`src/rtl/add64_seq_ctrl_pkg.sv`:
```
// rtl/add64_seq_ctrl_pkg.sv - shared state encoding, slice width and flag helper for the sequential adder
package add64_seq_ctrl_pkg;

    // Width of the shared carry-lookahead slice.
    localparam int ADDSEQ_SLICE = 16;

    typedef enum logic [1:0] {
        ST_IDLE = 2'd0,
        ST_RUN  = 2'd1,
        ST_DONE = 2'd2
    } addseq_state_e;

    // Signed overflow: operands agree in sign but the result does not.
    function automatic logic ovf_flag(input logic a_msb, input logic b_msb, input logic s_msb);
        return (a_msb == b_msb) && (s_msb != a_msb);
    endfunction

endpackage

```
`src/rtl/add64_seq_ctrl_if.sv`:
```
// rtl/add64_seq_ctrl_if.sv - request/result handshake bundle for the sequential adder
// Request side:  in_valid/in_ready, in_a, in_b, in_cin, in_sub, flush
// Result side:   out_valid/out_ready, out_sum, out_cout, out_ovf, out_zero
// Status:        busy
// master = issue/writeback side, slave = adder controller.
interface add64_seq_ctrl_if #(
    parameter int WIDTH = 64
) ();
    logic             in_valid;
    logic             in_ready;
    logic [WIDTH-1:0] in_a;
    logic [WIDTH-1:0] in_b;
    logic             in_cin;
    logic             in_sub;
    logic             flush;
    logic             out_valid;
    logic             out_ready;
    logic [WIDTH-1:0] out_sum;
    logic             out_cout;
    logic             out_ovf;
    logic             out_zero;
    logic             busy;

    modport master (
        output in_valid, in_a, in_b, in_cin, in_sub, flush, out_ready,
        input  in_ready, out_valid, out_sum, out_cout, out_ovf, out_zero, busy
    );

    modport slave (
        input  in_valid, in_a, in_b, in_cin, in_sub, flush, out_ready,
        output in_ready, out_valid, out_sum, out_cout, out_ovf, out_zero, busy
    );
endinterface

```
`src/rtl/add64_seq_ctrl_cla16.sv`:
```
// rtl/add64_seq_ctrl_cla16.sv - 16-bit carry-lookahead adder slice (four 4-bit groups)
// Ports: x, y  operands; cin  carry in; f  sum; cout  carry out of bit 15.
module add64_seq_ctrl_cla16 (
    input  logic [15:0] x,
    input  logic [15:0] y,
    input  logic        cin,
    output logic [15:0] f,
    output logic        cout
);
    logic [15:0] g;
    logic [15:0] p;
    logic [3:0]  gg;
    logic [3:0]  gp;
    logic [4:0]  gc;
    logic        cc;

    always_comb begin
        g  = x & y;
        p  = x ^ y;
        gg = '0;
        gp = '0;
        gc = '0;
        f  = '0;
        cc = 1'b0;

        for (int k = 0; k < 4; k++) begin
            gg[k] = g[4*k+3]
                  | (p[4*k+3] & g[4*k+2])
                  | (p[4*k+3] & p[4*k+2] & g[4*k+1])
                  | (p[4*k+3] & p[4*k+2] & p[4*k+1] & g[4*k]);
            gp[k] = &p[4*k +: 4];
        end

        // Group carries resolved in parallel from the group generate/propagate terms.
        gc[0] = cin;
        gc[1] = gg[0] | (gp[0] & cin);
        gc[2] = gg[1] | (gp[1] & gg[0]) | (gp[1] & gp[0] & cin);
        gc[3] = gg[2] | (gp[2] & gg[1]) | (gp[2] & gp[1] & gg[0])
              | (gp[2] & gp[1] & gp[0] & cin);
        gc[4] = gg[3] | (gp[3] & gg[2]) | (gp[3] & gp[2] & gg[1])
              | (gp[3] & gp[2] & gp[1] & gg[0]) | (gp[3] & gp[2] & gp[1] & gp[0] & cin);

        // Carries inside each 4-bit group only ripple from that group's lookahead carry.
        for (int k = 0; k < 4; k++) begin
            cc = gc[k];
            for (int j = 0; j < 4; j++) begin
                f[4*k+j] = p[4*k+j] ^ cc;
                cc       = g[4*k+j] | (p[4*k+j] & cc);
            end
        end

        cout = gc[4];
    end
endmodule

```
`src/rtl/add64_seq_ctrl.sv`:
```
// rtl/add64_seq_ctrl.sv - WIDTH-bit add/sub time-multiplexed LSB-first over one 16-bit CLA slice
// Ports: clk, rst_n (async active-low); bus (slave modport of add64_seq_ctrl_if):
//   in_valid/in_ready + in_a, in_b, in_cin, in_sub request; flush kills the in-flight op;
//   out_valid/out_ready + out_sum, out_cout, out_ovf, out_zero result; busy = not idle.
module add64_seq_ctrl
    import add64_seq_ctrl_pkg::*;
#(
    parameter int WIDTH = 64,
    parameter int SLICE = ADDSEQ_SLICE
) (
    input  logic              clk,
    input  logic              rst_n,
    add64_seq_ctrl_if.slave   bus
);
    localparam int NSLICE = WIDTH / SLICE;
    localparam int CNT_W  = (NSLICE > 1) ? $clog2(NSLICE) : 1;

    addseq_state_e    state;
    logic [WIDTH-1:0] a_sh;
    logic [WIDTH-1:0] b_sh;
    logic             carry;
    logic [CNT_W-1:0] cnt;
    logic             a_msb;
    logic             beff_msb;
    logic [WIDTH-1:0] sum_r;
    logic             cout_r;
    logic             ovf_r;
    logic             valid_r;

    logic [SLICE-1:0] slice_sum;
    logic             slice_cout;

    add64_seq_ctrl_cla16 u_slice (
        .x    (a_sh[SLICE-1:0]),
        .y    (b_sh[SLICE-1:0]),
        .cin  (carry),
        .f    (slice_sum),
        .cout (slice_cout)
    );

    always_ff @(posedge clk or negedge rst_n) begin
        if (!rst_n) begin
            state    <= ST_IDLE;
            a_sh     <= '0;
            b_sh     <= '0;
            carry    <= 1'b0;
            cnt      <= '0;
            a_msb    <= 1'b0;
            beff_msb <= 1'b0;
            sum_r    <= '0;
            cout_r   <= 1'b0;
            ovf_r    <= 1'b0;
            valid_r  <= 1'b0;
        end else if (bus.flush) begin
            // Kill wins over accept and over a same-cycle result handshake.
            state   <= ST_IDLE;
            valid_r <= 1'b0;
        end else begin
            case (state)
                ST_IDLE: begin
                    if (bus.in_valid) begin
                        a_sh     <= bus.in_a;
                        b_sh     <= bus.in_sub ? ~bus.in_b : bus.in_b;
                        carry    <= bus.in_sub | bus.in_cin;
                        a_msb    <= bus.in_a[WIDTH-1];
                        beff_msb <= bus.in_sub ? ~bus.in_b[WIDTH-1] : bus.in_b[WIDTH-1];
                        cnt      <= '0;
                        state    <= ST_RUN;
                    end
                end
                ST_RUN: begin
                    carry <= slice_cout;
                    a_sh  <= a_sh >> SLICE;
                    b_sh  <= b_sh >> SLICE;
                    // The result register doubles as the shift register; each slice enters at the top.
                    sum_r <= (sum_r >> SLICE)
                           | ({{(WIDTH-SLICE){1'b0}}, slice_sum} << (WIDTH - SLICE));
                    cnt   <= cnt + 1'b1;
                    if (cnt == CNT_W'(NSLICE - 1)) begin
                        state   <= ST_DONE;
                        valid_r <= 1'b1;
                        cout_r  <= slice_cout;
                        ovf_r   <= ovf_flag(a_msb, beff_msb, slice_sum[SLICE-1]);
                        cnt     <= '0;
                    end
                end
                ST_DONE: begin
                    if (bus.out_ready) begin
                        valid_r <= 1'b0;
                        state   <= ST_IDLE;
                    end
                end
                default: state <= ST_IDLE;
            endcase
        end
    end

    assign bus.in_ready  = (state == ST_IDLE);
    assign bus.busy      = (state != ST_IDLE);
    assign bus.out_valid = valid_r;
    assign bus.out_sum   = sum_r;
    assign bus.out_cout  = cout_r;
    assign bus.out_ovf   = ovf_r;
    // Qualified by out_valid so the flag reads 0 out of reset and while a partial sum is shifting.
    assign bus.out_zero  = valid_r && (sum_r == '0);
endmodule

```
`src/flat_wrapper.sv`:
```
// flat-port wrapper written by rule: the top's interface ports become plain ports
module add64_seq_ctrl_flat import add64_seq_ctrl_pkg::*;
#(
    parameter int WIDTH = 64,
    parameter int SLICE = ADDSEQ_SLICE
)
  (clk, rst_n, bus_in_valid, bus_in_a, bus_in_b, bus_in_cin, bus_in_sub, bus_flush, bus_out_ready, bus_in_ready, bus_out_valid, bus_out_sum, bus_out_cout, bus_out_ovf, bus_out_zero, bus_busy);
  add64_seq_ctrl_if #(.WIDTH(WIDTH)) bus_i ();
  input  logic clk;
  input  logic rst_n;
  input wire logic [$bits(bus_i.in_valid)-1:0] bus_in_valid;
  input wire logic [$bits(bus_i.in_a)-1:0] bus_in_a;
  input wire logic [$bits(bus_i.in_b)-1:0] bus_in_b;
  input wire logic [$bits(bus_i.in_cin)-1:0] bus_in_cin;
  input wire logic [$bits(bus_i.in_sub)-1:0] bus_in_sub;
  input wire logic [$bits(bus_i.flush)-1:0] bus_flush;
  input wire logic [$bits(bus_i.out_ready)-1:0] bus_out_ready;
  output wire logic [$bits(bus_i.in_ready)-1:0] bus_in_ready;
  output wire logic [$bits(bus_i.out_valid)-1:0] bus_out_valid;
  output wire logic [$bits(bus_i.out_sum)-1:0] bus_out_sum;
  output wire logic [$bits(bus_i.out_cout)-1:0] bus_out_cout;
  output wire logic [$bits(bus_i.out_ovf)-1:0] bus_out_ovf;
  output wire logic [$bits(bus_i.out_zero)-1:0] bus_out_zero;
  output wire logic [$bits(bus_i.busy)-1:0] bus_busy;
  assign bus_i.in_valid = bus_in_valid;
  assign bus_i.in_a = bus_in_a;
  assign bus_i.in_b = bus_in_b;
  assign bus_i.in_cin = bus_in_cin;
  assign bus_i.in_sub = bus_in_sub;
  assign bus_i.flush = bus_flush;
  assign bus_i.out_ready = bus_out_ready;
  assign bus_in_ready = bus_i.in_ready;
  assign bus_out_valid = bus_i.out_valid;
  assign bus_out_sum = bus_i.out_sum;
  assign bus_out_cout = bus_i.out_cout;
  assign bus_out_ovf = bus_i.out_ovf;
  assign bus_out_zero = bus_i.out_zero;
  assign bus_busy = bus_i.busy;
  add64_seq_ctrl #(.WIDTH(WIDTH), .SLICE(SLICE)) u_core (.clk(clk), .rst_n(rst_n), .bus(bus_i));
endmodule
```
`config.mk`:
```
export PLATFORM = sky130hd
export DESIGN_NAME = add64_seq_ctrl_flat
export DESIGN_NICKNAME = d
export VERILOG_FILES = /design/src/rtl/add64_seq_ctrl_pkg.sv /design/src/rtl/add64_seq_ctrl_if.sv /design/src/rtl/add64_seq_ctrl_cla16.sv /design/src/rtl/add64_seq_ctrl.sv /design/src/flat_wrapper.sv
export SDC_FILE = /design/constraint.sdc
export NUM_CORES = 1
export LEC_CHECK = 0
export ABC_AREA = 1
export ABC_CLOCK_PERIOD_IN_PS = 3800
export CAP_MARGIN = 5
export CORE_MARGIN = 1.5
export CORE_UTILIZATION = 52
export CTS_CLUSTER_DIAMETER = 80
export CTS_CLUSTER_SIZE = 25
export DETAILED_ROUTE_END_ITERATION = 16
export PLACE_DENSITY = 0.81
export SYNTH_ARGS = -nofsm -noshare
export SYNTH_HDL_FRONTEND = slang
export SYNTH_SLANG_ARGS = --single-unit
```
`constraint.sdc`:
```
create_clock -name clk -period 3.8 [get_ports clk]
set_input_delay 0.76 -clock clk [delete_from_list [all_inputs] [get_ports clk]]
set_output_delay 0.76 -clock clk [all_outputs]
set_load 0.005 [all_outputs]
```
* Word level (Yosys, flattened, before mapping)
Cells that the tools add are included.
Operators by class: equal/unequal tests 9, bitwise operators 105, reductions and logical operators 17, $add $sub $neg 1, muxes and demuxes 20
Operators with widths (number):
- $pmux W64 S2 | 2
- $mux W64 | 3
- $logic_not A64 Y1 | 1
- $not A64 Y64 | 1
- $or A48 B64 Y64 | 1
- $and A1 B1 Y1 | 48
- $or A1 B1 Y1 | 35
- $and A16 B16 Y16 | 1
- $reduce_and A4 Y1 | 4
- $xor A1 B1 Y1 | 16
- $xor A16 B16 Y16 | 1
- $reduce_and A3 Y1 | 5
- $mux W2 | 6
- $ne A3 B3 Y1 const B | 2
- $pmux W2 S3 | 1
- $mux W1 | 5
- $eq A2 B2 Y1 const B | 2
- $pmux W1 S2 | 2
- $pmux W2 S2 | 1
- $reduce_bool A2 Y1 | 2
- $ne A3 B2 Y1 const B | 1
- $reduce_bool A3 Y1 | 1
- $add A2 B1 Y2 const B | 1
- $eq A2 B1 Y1 const B | 1
- 7 further kinds | 9
Storage, ports and cells: word-level logic and storage cells 163, register bits after elaboration 202, input port bits 135, output and inout port bits 70

* Logic depth before layout (Yosys ltp)
depth after elaboration 18, gate-level depth with buffers 15

* Cells and area by module
A second synthesis with hierarchy kept.
Second synthesis, totals: cell total of the unflattened synthesis 1206, area total of the unflattened synthesis 10092.2 um2
Modules (own cells, without submodules):
- add64_seq_ctrl | sequential area each 5054.8 um2, cells an instance 1110, area each 9345.2 um2, instances 1
- add64_seq_ctrl_cla16 | sequential area each 0.0 um2, cells an instance 96, area each 747.0 um2, instances 1

* Least setup slack after synthesis
OpenSTA, ideal clock, no wires.
path kind reg-to-reg, from register u_core.b_sh[3], to register u_core.ovf_r (netlist: u_core.bus.out_ovf), period minus slack after synthesis 3279 ps, setup slack 521 ps, library setup time 121 ps, buffers on the path 0, required time 3679 ps, stages on the path, launching flop included 15, data arrival time 3158 ps, path through dfrtp_1 -> ha_1 -> nand2_1 -> nand2_1 -> nor2_1 -> nand2_1 -> a21o_1 -> nand3_1 -> nand3_1 -> fa_1 -> fa_1 -> fa_1 -> xor2_1 -> o21ai_0 -> a22o_1
Between the ends: longest elaborated chain between the ends 17, elaborated cells on any way between the ends 25
RTL lines:
- start: declaration | line add64_seq_ctrl.sv:20 | logic [WIDTH-1:0] b_sh;
- start signal: assignment | line add64_seq_ctrl.sv:63 | b_sh <= bus.in_sub ? ~bus.in_b : bus.in_b;
- start signal: assignment | line add64_seq_ctrl.sv:74 | b_sh <= b_sh >> SLICE;
- $xor A16 B16 Y16 | line add64_seq_ctrl_cla16.sv:19 | p = x ^ y;
- $and A1 B1 Y1 (on tied branches) | line add64_seq_ctrl_cla16.sv:28, add64_seq_ctrl_cla16.sv:29, add64_seq_ctrl_cla16.sv:30
- $or A1 B1 Y1, or another cell as far along | line add64_seq_ctrl_cla16.sv:28 | | (p[4*k+3] & g[4*k+2])
- $or A1 B1 Y1 / $and A1 B1 Y1 (equally long branches) | line add64_seq_ctrl_cla16.sv:29, add64_seq_ctrl_cla16.sv:30
- $or A1 B1 Y1 | line add64_seq_ctrl_cla16.sv:30 | | (p[4*k+3] & p[4*k+2] & p[4*k+1] & g[4*k]);
- $and A1 B1 Y1 | line add64_seq_ctrl_cla16.sv:38 | gc[3] = gg[2] | (gp[2] & gg[1]) | (gp[2] & gp[1] & gg[0])
- $or A1 B1 Y1 | line add64_seq_ctrl_cla16.sv:38
- $or A1 B1 Y1 * | line add64_seq_ctrl_cla16.sv:39 | | (gp[2] & gp[1] & gp[0] & cin);
- $and A1 B1 Y1 * | line add64_seq_ctrl_cla16.sv:48 | cc = g[4*k+j] | (p[4*k+j] & cc);
- $or A1 B1 Y1 * | line add64_seq_ctrl_cla16.sv:48
- $and A1 B1 Y1 * | line add64_seq_ctrl_cla16.sv:48
- $or A1 B1 Y1 * | line add64_seq_ctrl_cla16.sv:48
- $and A1 B1 Y1 * | line add64_seq_ctrl_cla16.sv:48
- $or A1 B1 Y1 * | line add64_seq_ctrl_cla16.sv:48
- $xor A1 B1 Y1 * | line add64_seq_ctrl_cla16.sv:47 | f[4*k+j] = p[4*k+j] ^ cc;
- $ne A1 B1 Y1 * | line add64_seq_ctrl_pkg.sv:15 | return (a_msb == b_msb) && (s_msb != a_msb);
- $logic_and A1 B1 Y1 * | line add64_seq_ctrl_pkg.sv:15
- end signal: assignment | line add64_seq_ctrl.sv:83 | ovf_r <= ovf_flag(a_msb, beff_msb, slice_sum[SLICE-1]);
- end: declaration | line add64_seq_ctrl.sv:27 | logic ovf_r;
Every way passes the cells marked *; elsewhere a longest branch is shown, timed or not. A chain may end at the register's enable or synchronous reset.

* Worst setup path after layout
Ends and elaborated chain as after synthesis.

==> results.tsv <==
metric	value	unit
wl_per_cell	15.1	microns
drt_first_pass_iters	5	
r2r_start	u_core.b_sh[3]	
clock-skew-final	18.7	ps
synthTopCellsByArea	dfrtp_1, o21ai_0, nand2_1	
setup_violations	0	
wl_met3	1610	microns
reg2regPathDepth	14	
fin_nets	1464	
pwr-share-clk	0.181	
vias	8080	
p_per_area	589	nW/um^2
coreArea	18800	sq um
synth_cell_types	32	
combPwrFrac	0.376	
syn_area	10100	sq um
initial_utilization	0.534	
hold_class	input port to async pin	
die_h	142	microns
grt_first_pass_wirelength	38800	microns
final_cell_mix	nand2_1, clkdlybuf4s50_1, dfrtp_1	
synth_seq_cells	202	
ant_nets	0	
final_layout_size_suffix_gt1_frac	0.0361	
postCtsSetupBuffers	0	
pin_count	205	
syn_to_final_growth	24.5	%
cts_tree	built	
clock_latency	470	ps
fp-row-count	50	
power_leakage	5.66	nW
finalWirelength	23500	microns
finalSetupTns	0	ps
timing.final.max_slew_violations	0	
relSlewSlack	0.474	
period_needed	3490	ps
synth_edf_count	0	
drt_iter0_drc	496	
ctsResizeCount	0	
layout_commonest_cell	nand2_1	
topRoutingLayerUsed	met5	
clk_pin_slew	90	ps
switchingPower	2.56	mW
wirelength_met1	10400	microns
synth_nets	1301	
ys_seq_area_frac	0.502	
vdd_ir_drop_max	0.383	mV
port_buffers	204	
ys.warnings.count	0	
critPathRequiredTime	4160	ps
r2r-end	u_core.bus.out_ovf	
start_kind	flip-flop	
final_area	12500	sq um
utilization	0.665	
worstSetupPathType	flip-flop to flip-flop	
die_w	142	microns
antenna_found_initial	1	
maxCapViolations	0	
worst_slew_pin_slew	789	ps
rsz0062_at_grt	false	
grt_pass1_vias	7867	
fmax	287	MHz
post-route-period-util	0.918	
r2r_slack	310	ps
cts_buffer_depth	3	
vias_per_cell	5.18	
hold_viol	0	
gr-total-overflow	0	
numClockSinks	202	
seqPwrFrac	0.443	
synth_largest_area_cell	dfrtp_1	
route.detailed.drc	0	
wl_met2	10800	microns
p_sw_frac	0.347	
root_buffer	clkbuf_16	
die_area	20200	sq um
whs	322	ps
avgSynthCellArea	8.85	sq um
htreeDepth	1	
dp_hpwl	17000	microns
synth_top_area_frac	0.502	
grt_max_degree	103	
netlist_instances	1137	
place_area	12200	sq um
cts_hold_buf	0	
cp_data_arrival_time	3850	ps
ys.flop_type	dfrtp_1	
cp-end-kind	flip-flop	
fill_cells	1503	
async_flop_share	1.00	
path_max_fanout	3	
cts_buffers	12	
internal_power	4.81	mW
antenna_cells	0	
place.gp.congestion	0.838	
status	finished clean	
grt_usage	0.239	
==> cell usage after synthesis (4+ instances only) <==
cell type / instances
inv_1: 160
o211ai_1: 36
buf_4: 9
nand3_1: 9
clkbuf_1: 6
dfrtp_1: 202
fa_1: 12
o21ai_0: 155
buf_6: 7
o22ai_2: 7
xor2_1: 53
inv_2: 4
nor4_1: 5
o22ai_1: 8
nand2_1: 203
nor2_1: 40
o21ai_1: 75
ha_1: 17
a21oi_1: 40
nand4_1: 14
xnor2_1: 15
buf_2: 46
==> cell type report <==
cell class                 instances  area (sq um)  area share
sequential                       202          5050       0.404
tap                              260           325      0.0260
inverter                         164           618      0.0493
multi-input combinational        702          3990       0.319
clock inverter                     2          27.5     0.00220
timing repair buffer             218          2190       0.174
clock buffer                      13           325      0.0260
==> stage by stage <==
step	cells	setup WS, ps	total power, mW
CTS	1561	286	7.44
finish	1561	312	7.37
global placement	1546	364	5.95
global route	1561	79.3	7.94
floorplan	1137	521	4.74
detailed placement	1546	309	6.08
==> worst max-delay path, cell delays in order (launching register included) <==
cell and delay, ps:
dfrtp_1 400, ha_1 340, nand2_1 90, nor2_1 50, nor2_1 90, nand2_1 120, a21o_1 220, nand3_1 80
nand3_1 100, fa_1 460, fa_1 460, fa_1 440, xor2_1 230, o21ai_0 110, a22o_1 200
==> metal layers <==
metal	global-route usage	up-vias
met3	0.0481	39
met4	0.0727	2
met2	0.385	256
met1	0.328	3783
met5	0	-
li1	-	4000
==> sequential cells by signal, indices dropped and copies added (netlist names) <==
name	cells
u_core.a_sh	64
u_core.b_sh	64
u_core.bus.out_sum	64
u_core.cnt	2
u_core.state	2
u_core.a_msb	1
u_core.beff_msb	1
u_core.bus.out_cout	1
u_core.bus.out_ovf	1
u_core.bus.out_valid	1
u_core.carry	1
==> logic make-up after synthesis <==
logic type	after synthesis	synth area share
xor+xnor	68	0.0592
buf+inv	233	0.101
flops	202	0.502
compound gates	326	0.179
fa+ha+maj	29	0.0450
simple gates	279	0.113
==> power by group through the flow <==
stage,Clock (mW),Combinational (mW),Sequential (mW)
4_1_cts,1.37,2.80,3.26
3_5_place_dp,0,2.78,3.30
3_3_place_gp,0,2.68,3.27
6_report,1.34,2.77,3.26
2_1_floorplan,0,1.50,3.24
5_1_grt,1.44,3.15,3.35
==> worst max path at each step <==
stage                         from                 end  slack [ps]  cells past startpoint
detailed placement  u_core.b_sh[3]  u_core.bus.out_ovf         310                     14
floorplan           u_core.b_sh[3]  u_core.bus.out_ovf         520                     14
global placement    u_core.b_sh[3]  u_core.bus.out_ovf         360                     14
global route        u_core.b_sh[3]  u_core.bus.out_ovf          80                     14
CTS                 u_core.b_sh[3]  u_core.bus.out_ovf         290                     14
finish              u_core.b_sh[3]  u_core.bus.out_ovf         310                     14
Note: power is estimated with default switching activity, not from simulation.
